[config.mk]
export PLATFORM = sky130hd
export DESIGN_NAME = run_ctrl
export DESIGN_NICKNAME = d
export VERILOG_FILES = /design/src/rtl/run_ctrl_pkg.sv /design/src/rtl/run_ctrl_sat_counter.sv /design/src/rtl/run_ctrl.sv
export SDC_FILE = /design/constraint.sdc
export NUM_CORES = 1
export LEC_CHECK = 0
export ABC_AREA = 1
export BUFFER_PORTS_ARGS = -buffer_cell sky130_fd_sc_hd__buf_2
export CAP_MARGIN = 10
export CORE_MARGIN = 5
export CORE_UTILIZATION = 54
export DETAILED_ROUTE_END_ITERATION = 16
export PLACE_DENSITY = 0.8
export RECOVER_POWER = 25
export SYNTH_ARGS = -nofsm -noshare
export SYNTH_HDL_FRONTEND = slang
export SYNTH_SLANG_ARGS = --single-unit
[constraint.sdc]
create_clock -name clk -period 2 [get_ports clk]
set_input_delay 0.2 -clock clk [delete_from_list [all_inputs] [get_ports clk]]
set_output_delay 0.2 -clock clk [all_outputs]
set_load 0.02 [all_outputs]
[src/rtl/run_ctrl_pkg.sv]
// Shared types and widths for the run controller.
// State enumeration plus data-memory readback widths.
package run_ctrl_pkg;

  localparam int DATA_W = 9;
  localparam int ADDR_W = 8;
  localparam int CHK_W  = 16;

  typedef enum logic [2:0] {
    ST_IDLE,
    ST_PULSE,
    ST_GUARD,
    ST_WAIT,
    ST_READ,
    ST_REPORT
  } run_state_t;

endpackage

[src/rtl/run_ctrl_sat_counter.sv]
// Up-counter with synchronous clear and enable that parks at all-ones.
// Latency: count visible one clock after the enabling edge.
// Backpressure: none; enable is a plain qualifier.
module run_ctrl_sat_counter #(
  parameter int W = 16
) (
  input  logic         clk,
  input  logic         reset,
  input  logic         clr,
  input  logic         en,
  output logic [W-1:0] cnt,
  output logic         sat
);

  assign sat = &cnt;

  always_ff @(posedge clk or posedge reset) begin
    if (reset) begin
      cnt <= '0;
    end else if (clr) begin
      cnt <= '0;
    end else if (en && !sat) begin
      cnt <= cnt + W'(1);
    end
  end

endmodule

[src/rtl/run_ctrl.sv]
// Run controller: go -> start pulse -> wait for done (with timeout) -> optional readback.
// Latency: go to finished is START_CYCLES+3 clocks minimum, plus RB_LEN with RUN_CTRL_READBACK_EN.
// Backpressure: none; go is only sampled in IDLE and is never queued.
module run_ctrl
  import run_ctrl_pkg::*;
#(
  parameter int CNT_W          = 16,
  parameter int TIMEOUT_CYCLES = 4096,
  parameter int START_CYCLES   = 1,
  parameter int RB_BASE        = 0,
  parameter int RB_LEN         = 16
) (
  input  logic              clk,
  input  logic              reset,
  input  logic              go,
  output logic              start,
  input  logic              done,
  output logic              busy,
  output logic              finished,
  output logic              timed_out,
  output logic [CNT_W-1:0]  cycle_count,
  output logic [ADDR_W-1:0] rd_addr,
  input  logic [DATA_W-1:0] rd_data,
  output logic [CHK_W-1:0]  checksum
);

  localparam int PW = (START_CYCLES > 1) ? $clog2(START_CYCLES) : 1;
  localparam logic [PW-1:0]    PULSE_LAST = PW'(START_CYCLES - 1);
  localparam logic [CNT_W-1:0] WAIT_LAST  = CNT_W'(TIMEOUT_CYCLES - 1);

  run_state_t       state, state_nxt;
  logic [PW-1:0]    pulse_cnt;
  logic [CNT_W-1:0] wait_cnt;
  logic             go_acc;
  logic             wait_to;
  logic             cyc_sat_unused;
  logic             wait_sat_unused;

`ifdef RUN_CTRL_READBACK_EN
  localparam logic [ADDR_W-1:0] RB_FIRST = ADDR_W'(RB_BASE);
  localparam logic [ADDR_W-1:0] RB_LAST  = ADDR_W'(RB_LEN - 1);
  localparam run_state_t        DONE_NXT = ST_READ;

  logic [ADDR_W-1:0] rb_idx;
  logic [CHK_W-1:0]  chk;

  always_ff @(posedge clk or posedge reset) begin
    if (reset) begin
      rb_idx <= '0;
      chk    <= '0;
    end else begin
      rb_idx <= (state == ST_READ) ? rb_idx + ADDR_W'(1) : '0;
      if (go_acc) begin
        chk <= '0;
      end else if (state == ST_READ) begin
        chk <= chk + CHK_W'(rd_data);
      end
    end
  end

  // Address wraps naturally at 8 bits.
  assign rd_addr  = (state == ST_READ) ? RB_FIRST + rb_idx : '0;
  assign checksum = chk;
`else
  localparam run_state_t DONE_NXT = ST_REPORT;

  logic unused_rb;
  assign unused_rb = ^{rd_data, ADDR_W'(RB_BASE), ADDR_W'(RB_LEN)};
  assign rd_addr   = '0;
  assign checksum  = '0;
`endif

  always_ff @(posedge clk or posedge reset) begin
    if (reset) begin
      state <= ST_IDLE;
    end else begin
      state <= state_nxt;
    end
  end

  always_comb begin
    state_nxt = state;
    go_acc    = 1'b0;
    wait_to   = 1'b0;
    case (state)
      ST_IDLE: begin
        if (go) begin
          state_nxt = ST_PULSE;
          go_acc    = 1'b1;
        end
      end
      ST_PULSE:  if (pulse_cnt == PULSE_LAST) state_nxt = ST_GUARD;
      // A done still high from the previous run is ignored here.
      ST_GUARD:  state_nxt = ST_WAIT;
      ST_WAIT: begin
        if (done) begin
          state_nxt = DONE_NXT;
        end else if (wait_cnt == WAIT_LAST) begin
          state_nxt = ST_REPORT;
          wait_to   = 1'b1;
        end
      end
`ifdef RUN_CTRL_READBACK_EN
      ST_READ:   if (rb_idx == RB_LAST) state_nxt = ST_REPORT;
`endif
      ST_REPORT: state_nxt = ST_IDLE;
      default:   state_nxt = ST_IDLE;
    endcase
  end

  always_ff @(posedge clk or posedge reset) begin
    if (reset) begin
      pulse_cnt <= '0;
    end else begin
      pulse_cnt <= (state == ST_PULSE) ? pulse_cnt + PW'(1) : '0;
    end
  end

  run_ctrl_sat_counter #(.W(CNT_W)) u_cycle_cnt (
    .clk   (clk),
    .reset (reset),
    .clr   (go_acc),
    .en    (state inside {ST_PULSE, ST_GUARD, ST_WAIT}),
    .cnt   (cycle_count),
    .sat   (cyc_sat_unused)
  );

  run_ctrl_sat_counter #(.W(CNT_W)) u_wait_timer (
    .clk   (clk),
    .reset (reset),
    .clr   (state == ST_GUARD),
    .en    (state == ST_WAIT),
    .cnt   (wait_cnt),
    .sat   (wait_sat_unused)
  );

  // Outputs registered from the next state so they align with the state register.
  always_ff @(posedge clk or posedge reset) begin
    if (reset) begin
      start     <= 1'b0;
      busy      <= 1'b0;
      finished  <= 1'b0;
      timed_out <= 1'b0;
    end else begin
      start    <= (state_nxt == ST_PULSE);
      busy     <= (state_nxt != ST_IDLE);
      finished <= (state_nxt == ST_REPORT);
      if (go_acc) begin
        timed_out <= 1'b0;
      end else if (wait_to) begin
        timed_out <= 1'b1;
      end
    end
  end

endmodule
==> results of run 1 <==
[routing by layer]
layer	GRT usage	wire, um	vias up
met5	0	0	-
met4	0.07560	97	0
met3	0.04422	326	9
met2	0.3316	2507	62
met1	0.2167	2336	1033
li1	-	-	1142
[per-stage QoR]
step | instances | power [mW] | utilization | setup slack, ns
2_1_floorplan | 375 | 1.929 | - | 0.3772
3_3_place_gp | 427 | 2.109 | 0.5707 | 0.08310
3_5_place_dp | 427 | 2.139 | 0.5707 | 0.07748
4_1_cts | 435 | 2.705 | 0.5901 | 0.04232
5_1_grt | 435 | 2.909 | 0.5901 | 0.09323
6_report | 435 | 2.679 | 0.5901 | 0.2568
[power by group]
group,switching [mW],internal [mW]
clock,0.268,0.281
sequential,0.117,0.932
combinational,0.784,0.296
[cells by family after synthesis]
family / Yosys count / synth area share
AND/OR/NAND/NOR: 220 / 0.3879
adder cells (fa/ha/maj): 2 / 0.009721
buffers and inverters: 56 / 0.1245
XOR/XNOR: 11 / 0.03743
flip-flops: 40 / 0.3889
other: 1 / 0.001457
AO/OA/AOI/OAI: 22 / 0.05007
[state kept, by name (all words and copies together) (netlist names)]
| signal | count |
|---|---|
| state | 3 |
| u_cycle_cnt.cnt | 16 |
| pulse_cnt | 1 |
| u_wait_timer.cnt | 16 |
| start | 1 |
| busy | 1 |
| timed_out | 1 |
| finished | 1 |
[path summary, 6_finish.rpt]
check                                                    start                               end  slack (ns)  cells past startpoint
max in group asynchronous                                reset  u_wait_timer.cnt[13]$_DFFE_PP0P_        1.20                      3
worst max-delay path            u_cycle_cnt.cnt[0]$_DFFE_PP0P_   u_cycle_cnt.cnt[12]$_DFFE_PP0P_        0.26                      9
worst max register to register  u_cycle_cnt.cnt[0]$_DFFE_PP0P_   u_cycle_cnt.cnt[12]$_DFFE_PP0P_        0.26                      9
worst min register to register             pulse_cnt$_DFF_PP0_               pulse_cnt$_DFF_PP0_        0.45                      1
worst min-delay path                                     reset    u_cycle_cnt.cnt[1]$_DFFE_PP0P_        0.20                      3
min in group clk                                          done                state[2]$_DFF_PP0_        0.23                      3
[area by class of cell]
class / instances / area, um^2
Clock buffer: 8 / 90.09
Fill cell: 429 / 1911
Inverter: 26 / 100.1
Multi-Input combinational cell: 279 / 1341
Sequential cell: 40 / 1001
Tap cell: 54 / 67.56
Timing Repair Buffer: 28 / 150.1
[placed cells by master, fill, tap and decap left out, drive strengths merged]
cell	n
nand4	24
nand2	122
buf	27
o21bai	6
nor2	47
inv	26
nor3b	1
ha	2
nand3	24
clkbuf	9
conb	24
dfrtp	40
xor2	11
nand3b	1
or2	1
a21oi	3
o21ai	13
[worst max-delay path, delay by kind of cell (launching register included)]
family | cells | cell delay, ns
and+or+nand+nor | 7 | 0.91
buffers and inverters | 1 | 0.11
DFF | 1 | 0.43
adders and majority gates | 1 | 0.23
==> impl_metrics.ini, run 1 <==
[detailed_routing]
drt_iter0_drc = 127
antenna_left = 0
vias = 2246
firstDrtPassIters = 5
totalWireLength_um = 5268
avgRoutedWirePerCell_um = 12.11
avgViaCountPerCell = 5.163
route.detailed.drc = 0

[yosys]
synthCells = 352
synth-edff-count = 0
ys.flop_type = dfrtp_1
synth_cell_type_count = 27
syn-cell-area_um2 = 2574
syn_avg_cell_area_um2 = 7.312
yosys-top-cells-area = dfrtp_1, nand2_1, buf_4, nand4_1, nor2_1
yosysMostFrequentCell = nand2_1
synthDominantCellAreaShare = 0.3889
synth_warnings = 0
seq_area_frac_synth = 0.3889
synthTopCellsByCount = nand2_1, dfrtp_1, nor2_1
ys_seq_elements = 40
synth.largest_area_cell = dfrtp_1
async_reset_ff_frac = 1.000

[sta]
rsz0062_at_grt = no
setup_viol = 0
period_share = 0.8716
whs_ns = 0.1961
fin_tns_setup_ns = 0
finClkSkew_ns = 0.007288
worstMarginPinSlew_ns = 0.9723
drv_slew = 0
post-route-min-period_ns = 1.743
final_hold_viol_count = 0
slew_headroom = 0.3518
fmax_ghz = 0.5737

[clock_tree]
cts_max_path_buffers = 2
clkTransAtPathRegs_ns = 0.07
cts_made_buffers = 5
cts_resized = 0
cts.sinks = 40
cts-htree-levels = 2
cts-root-buf = clkbuf_8
clk_latency_ns = 0.29
postCtsHoldBufs = 0
tritoncts = done
post_cts_buffers = 0

[final_layout]
drive_gt1_frac = 0.1417
nets = 395
area_growth_pct = 6.855
fin_area_um2 = 2750
antenna_cells = 0

[power_and_ir_drop]
p_leak_nw = 1.382
power_density_nw_per_um2 = 974.0
max-vdd-ir-drop_v = 0.0006159

[hold_path]
hp-class = in -> async

[placement]
dpl.hpwl_um = 3840
dpl_cell_area_um2 = 2660
gp_congestion = 0.9479
portBuffers = 23

[global_routing]
grt_overflow = 0
grt_pass1_wl_um = 9328
antenna_found_initial = 0
grt_max_degree = 41
grt.total_usage = 0.1873
grt_pass1_vias = 2085

[floorplanning]
initial_core_util = 0.5522
die-area_um2 = 6247
placementRows = 25
io_pins = 57
die_h_um = 79.04
die_width_um = 79.04
core_um2 = 4661

[critical_path]
crit_path_max_fanout = 13
crit_slowest_cell = dfrtp_1
critPathCaptureType = flip-flop
worstPathArrival_ns = 1.97
required_ns = 2.23
critical_path.cell_chain = ha_1 -> nand3_2 -> inv_2 -> nand2_2 -> nor2_4 -> nor2_4 -> nor2_4 -> nand2_1 -> nand2_1
cp_common_cell = nor2_4
path_class = reg -> reg
cp-start-kind = flip-flop
critPathMaxStageDelay_ns = 0.43

[flow_run]
drv_cap = 0

[run_status]
status = complete, no violations
No activity file was read; power rests on OpenSTA's default activity.
==> run 2, diff against run 1 <==
--- a/config.mk
+++ b/config.mk
@@ -14,4 +14,5 @@
 export PLACE_DENSITY = 0.8
 export RECOVER_POWER = 25
+export SLEW_MARGIN = 20
 export SYNTH_ARGS = -nofsm -noshare
 export SYNTH_HDL_FRONTEND = slang
==> constraint.sdc (replaced) <==
create_clock -name clk -period 2 [get_ports clk]
set_input_delay 0.1 -clock clk [delete_from_list [all_inputs] [get_ports clk]]
set_output_delay 0.1 -clock clk [all_outputs]
set_load 0.02 [all_outputs]
==> impl_metrics.ini, run 2 (synthesis results as in run 1) <==
[critical_path]
critPathCaptureType = flip-flop
rr_worst_depth = 9
critPathBufInv = 1
r2r_slack_ns = 0.26
cp_top_family = simple AND/OR/NAND/NOR gates
worstPathArrival_ns = 1.97
crit_slowest_cell = dfrtp_1
critical_path.cell_chain = ha_1 -> nand3_2 -> inv_2 -> nand2_2 -> nor2_4 -> nor2_4 -> nor2_4 -> nand2_1 -> nand2_1
required_ns = 2.23
cp_common_cell = nor2_4
critPathMaxStageDelay_ns = 0.42
cp-start-kind = flip-flop
reg2reg_to = u_cycle_cnt.cnt[8]$_DFFE_PP0P_
path_class = reg -> reg
r2r_start = u_cycle_cnt.cnt[0]$_DFFE_PP0P_
crit_path_max_fanout = 13

[power_and_ir_drop]
power_switching_mw = 1.196
p_seq_frac = 0.378
p_int_mw = 1.593
clock_power_share = 0.233
power_density_nw_per_um2 = 1005
p_comb_frac = 0.389
switching_share = 0.4288
power_mw = 2.788
max-vdd-ir-drop_v = 0.0005384
p_leak_nw = 1.386

[clock_tree]
cts-root-buf = clkbuf_8
cts_max_path_buffers = 2
clkTransAtPathRegs_ns = 0.08
clk_latency_ns = 0.29
tritoncts = done
post_cts_buffers = 0
cts_made_buffers = 5
cts-htree-levels = 2
cts.sinks = 40

[detailed_routing]
firstDrtPassIters = 4
totalWireLength_um = 5457
route.detailed.drc = 0
antenna_left = 0
avgViaCountPerCell = 5.204
vias = 2269
avgRoutedWirePerCell_um = 12.52
drt_iter0_drc = 112

[placement]
portBuffers = 23
placed_cells = 427
gp_congestion = 0.9382
dpl.hpwl_um = 4054

[global_routing]
antenna_found_initial = 0
grt_pass1_vias = 2138
grt_max_degree = 41
grt_overflow = 0
grt.total_usage = 0.1883
grt_pass1_wl_um = 9439

[sta]
final_hold_viol_count = 0
finClkSkew_ns = 0.007142
slew_headroom = 0.3230
drv_slew = 0
post-route-min-period_ns = 1.740
period_share = 0.8701
fmax_ghz = 0.5747
setup_viol = 0
fin_tns_setup_ns = 0
rsz0062_at_grt = no
worstMarginPinSlew_ns = 1.015

[hold_path]
hp-class = in -> reg
min_path_cells = 3
min_from = done
whs_endpoint = state[2]$_DFF_PP0_

[final_layout]
area_growth_pct = 7.778
layout_commonest_cell = nand2_1
final_cell_mix = nand2_1, dfrtp_1, nor2_1, nand4_1, conb_1
antenna_cells = 0
nets = 396
top_regs = u_cycle_cnt.cnt (16), u_wait_timer.cnt (16), state (3)
fin_cells = 436
drive_gt1_frac = 0.1361

[floorplanning]
io_pins = 57
die_width_um = 79.04
core_um2 = 4661
initial_core_util = 0.5522
die_h_um = 79.04
placementRows = 25
die-area_um2 = 6247

[run_status]
status = complete, no violations

[flow_run]
drv_cap = 0
-- run 2: worst max path at each step --
stage | from | endpoint | depth (start not counted)
after global placement | u_wait_timer.cnt[0]$_DFFE_PP0P_ | u_wait_timer.cnt[9]$_DFFE_PP0P_ | 8
after floorplan | u_cycle_cnt.cnt[0]$_DFFE_PP0P_ | u_cycle_cnt.cnt[8]$_DFFE_PP0P_ | 10
after global routing | u_cycle_cnt.cnt[0]$_DFFE_PP0P_ | u_cycle_cnt.cnt[7]$_DFFE_PP0P_ | 9
final | u_cycle_cnt.cnt[0]$_DFFE_PP0P_ | u_cycle_cnt.cnt[8]$_DFFE_PP0P_ | 9
after CTS | u_wait_timer.cnt[0]$_DFFE_PP0P_ | u_wait_timer.cnt[12]$_DFFE_PP0P_ | 8
after detailed placement | u_wait_timer.cnt[0]$_DFFE_PP0P_ | u_wait_timer.cnt[3]$_DFFE_PP0P_ | 8
-- run 2: stage by stage --
step,util,cell area [um^2],hold WS [ns],setup WS (ns)
after global routing,0.5952,2774,0.1511,0.1016
after CTS,0.5960,2778,0.1220,0.03162
after floorplan,-,2660,0.2901,0.3772
final,0.5952,2774,0.1247,0.2599
after detailed placement,0.5707,2660,0.2577,0.05139
after global placement,0.5707,2660,0.2541,0.1127
-- run 2: power by group through the flow --
stage	registers, mW	logic (mW)	clock network [mW]
after floorplan	1.12	0.808	0
after global placement	1.06	1.05	0
after detailed placement	1.06	1.09	0
after CTS	1.05	1.09	0.679
after global routing	1.07	1.21	0.718
final	1.05	1.09	0.650
-- run 2: metal layers --
layer  routed length [um]  up-vias  global-route usage
met2                 2755       42              0.3392
met3                  277        7             0.04649
met1                 2383     1072              0.2210
met5                    0        -                   0
met4                   40        0             0.05326
li1                     -     1148                   -
-- run 2: worst reg2reg max path: cells and delay by family, from the launching register on --
family,cells,cell delay (ns)
buffers and inverters,1,0.11
adders and majority gates,1,0.23
DFF,1,0.42
and+or+nand+nor,7,0.92
-- run 2: cell type report --
type / instances / area [um^2]
repair buffers: 29 / 156.4
inverters: 26 / 100.1
flip-flops and latches: 40 / 1001
well taps: 54 / 67.56
clock buffers: 6 / 72.57
multi-input cells: 279 / 1341
clock inverters: 2 / 35.03
fillers: 440 / 1887
-- run 2: repair_timing --
action,in CTS,in global routing
endpoints found under the hold margin,40,0
endpoints found under the setup margin,0,12
hold buffers,1,0
resized for setup,0,1
==> run 3, diff against run 2 <==
CORE_UTILIZATION = 55   (was 54)
PLACE_DENSITY = 0.81   (was 0.8)
clock period = 2.1 ns   (was 2 ns; I/O delays follow)
==> impl_metrics.ini, run 3 (synthesis results as in run 1) <==
[clock_tree]
tritoncts = done
cts_made_buffers = 5
clk_latency_ns = 0.30
cts-root-buf = clkbuf_8
cts-htree-levels = 2
clkTransAtPathRegs_ns = 0.08
cts_max_path_buffers = 2
cts.sinks = 40

[floorplanning]
die-area_um2 = 6147
core_um2 = 4444
die_width_um = 78.41
placementRows = 24
initial_core_util = 0.5791
io_pins = 57
die_h_um = 78.41

[global_routing]
grt_pass1_vias = 2220
grt_overflow = 0
grt.total_usage = 0.1915
grt_max_degree = 41
grt_pass1_wl_um = 9653
antenna_found_initial = 0

[final_layout]
nets = 395
top_regs = u_cycle_cnt.cnt (16), u_wait_timer.cnt (16), state (3)
area_growth_pct = 7.535
nFillCells = 409
final_core_util = 0.6227
antenna_cells = 0
final_cell_mix = nand2_1, dfrtp_1, nor2_1, nand4_1, conb_1
layout_commonest_cell = nand2_1
drive_gt1_frac = 0.1417
fin_cells = 433
fin_area_um2 = 2768

[sta]
fmax_ghz = 0.5643
finClkSkew_ns = 0.007455
period_share = 0.8439
post-route-min-period_ns = 1.772
slew_headroom = 0.3330
final_hold_viol_count = 0
fin_tns_setup_ns = 0
timing.final.ws_setup_ns = 0.3278
worstMarginPinSlew_ns = 1.000
drv_slew = 0
rsz0062_at_grt = no
setup_viol = 0

[detailed_routing]
firstDrtPassIters = 4
vias = 2251
antenna_left = 0
avgRoutedWirePerCell_um = 12.75
totalWireLength_um = 5519
avgViaCountPerCell = 5.199
route.detailed.drc = 0
drt_iter0_drc = 128

[power_and_ir_drop]
p_int_mw = 1.525
switching_share = 0.4302
p_leak_nw = 1.392
power_density_nw_per_um2 = 966.8
clock_power_share = 0.236
p_comb_frac = 0.388
power_switching_mw = 1.151
max-vdd-ir-drop_v = 0.0005057
p_seq_frac = 0.376

[placement]
dpl.hpwl_um = 3974
gp_congestion = 0.8732
portBuffers = 23
dpl_cell_area_um2 = 2650
placed_cells = 424
pre_cts_ws_ns = 0.08267

[critical_path]
worstPathArrival_ns = 2.01
required_ns = 2.33
path_class = reg -> reg
cp-start-kind = flip-flop
critPathCaptureType = flip-flop
crit_path_max_fanout = 13

[hold_path]
hp-class = in -> reg

[flow_run]
drv_cap = 0

[run_status]
status = complete, no violations
==> run 3: changes by cell type in the layout (fill, tap and decap cells not counted), sizes merged <==
cell / change
buf: +2
clkbuf: -3
==> run 3: layout make-up <==
type | instances | area, um^2 | share of cell area
flip-flops and latches | 40 | 1001 | 0.3617
repair buffers | 28 | 152.6 | 0.05515
clock inverters | 2 | 35.03 | 0.01266
well taps | 52 | 65.06 | 0.02351
clock buffers | 6 | 72.57 | 0.02622
inverters | 26 | 100.1 | 0.03617
multi-input cells | 279 | 1341 | 0.4846
==> run 3: metrics by stage <==
stage                     power, mW  hold WS [ns]
final                         2.676        0.1279
after global routing          2.860        0.1429
after CTS                     2.698        0.1200
after detailed placement      2.054        0.2616
after global placement        2.016        0.2565
after floorplan               1.838        0.2951
==> run 3: timing repair <==
| item | in CTS | in global routing |
|---|---|---|
| endpoints found under the hold margin | 40 | 0 |
| buffers inserted | 0 | 0 |
| resized for setup | 0 | 1 |
| endpoints found under the setup margin | 0 | 12 |
| hold buffers | 1 | 0 |
==> run 3: path summary, 6_finish.rpt <==
kind | startpoint | slack [ns] | cells after the start | endpoint
min in group asynchronous | reset | 0.66 | 4 | u_cycle_cnt.cnt[13]$_DFFE_PP0P_
worst min register to register | pulse_cnt$_DFF_PP0_ | 0.46 | 1 | pulse_cnt$_DFF_PP0_
worst max register to register | u_cycle_cnt.cnt[0]$_DFFE_PP0P_ | 0.33 | 9 | u_cycle_cnt.cnt[9]$_DFFE_PP0P_
worst min-delay path | done | 0.13 | 3 | finished$_DFF_PP0_
max in group asynchronous | reset | 0.82 | 4 | state[0]$_DFF_PP0_
worst max-delay path | u_cycle_cnt.cnt[0]$_DFFE_PP0P_ | 0.33 | 9 | u_cycle_cnt.cnt[9]$_DFFE_PP0P_
==> run 3: layer usage <==
layer  wire length (um)  track usage
met1               2390       0.2240
met2               2752       0.3390
met3                301      0.05034
met4                 74      0.06818
met5                  0            0
==> run 3: power by group through the flow <==
stage | clock network, mW | logic (mW) | registers [mW]
after floorplan | 0 | 0.769 | 1.07
after global placement | 0 | 1.01 | 1.01
after detailed placement | 0 | 1.04 | 1.02
after CTS | 0.647 | 1.05 | 1.00
after global routing | 0.684 | 1.15 | 1.03
final | 0.631 | 1.04 | 1.01
==> run 3: critical path, stage by stage (launching register included) <==
cell     delay (ns)
dfrtp_1        0.43
ha_1           0.24
nand3_2        0.15
inv_2          0.11
nand2_2        0.09
nor2_4         0.15
nor2_4         0.07
nor2_4         0.29
nand2_1        0.09
nand2_1        0.09
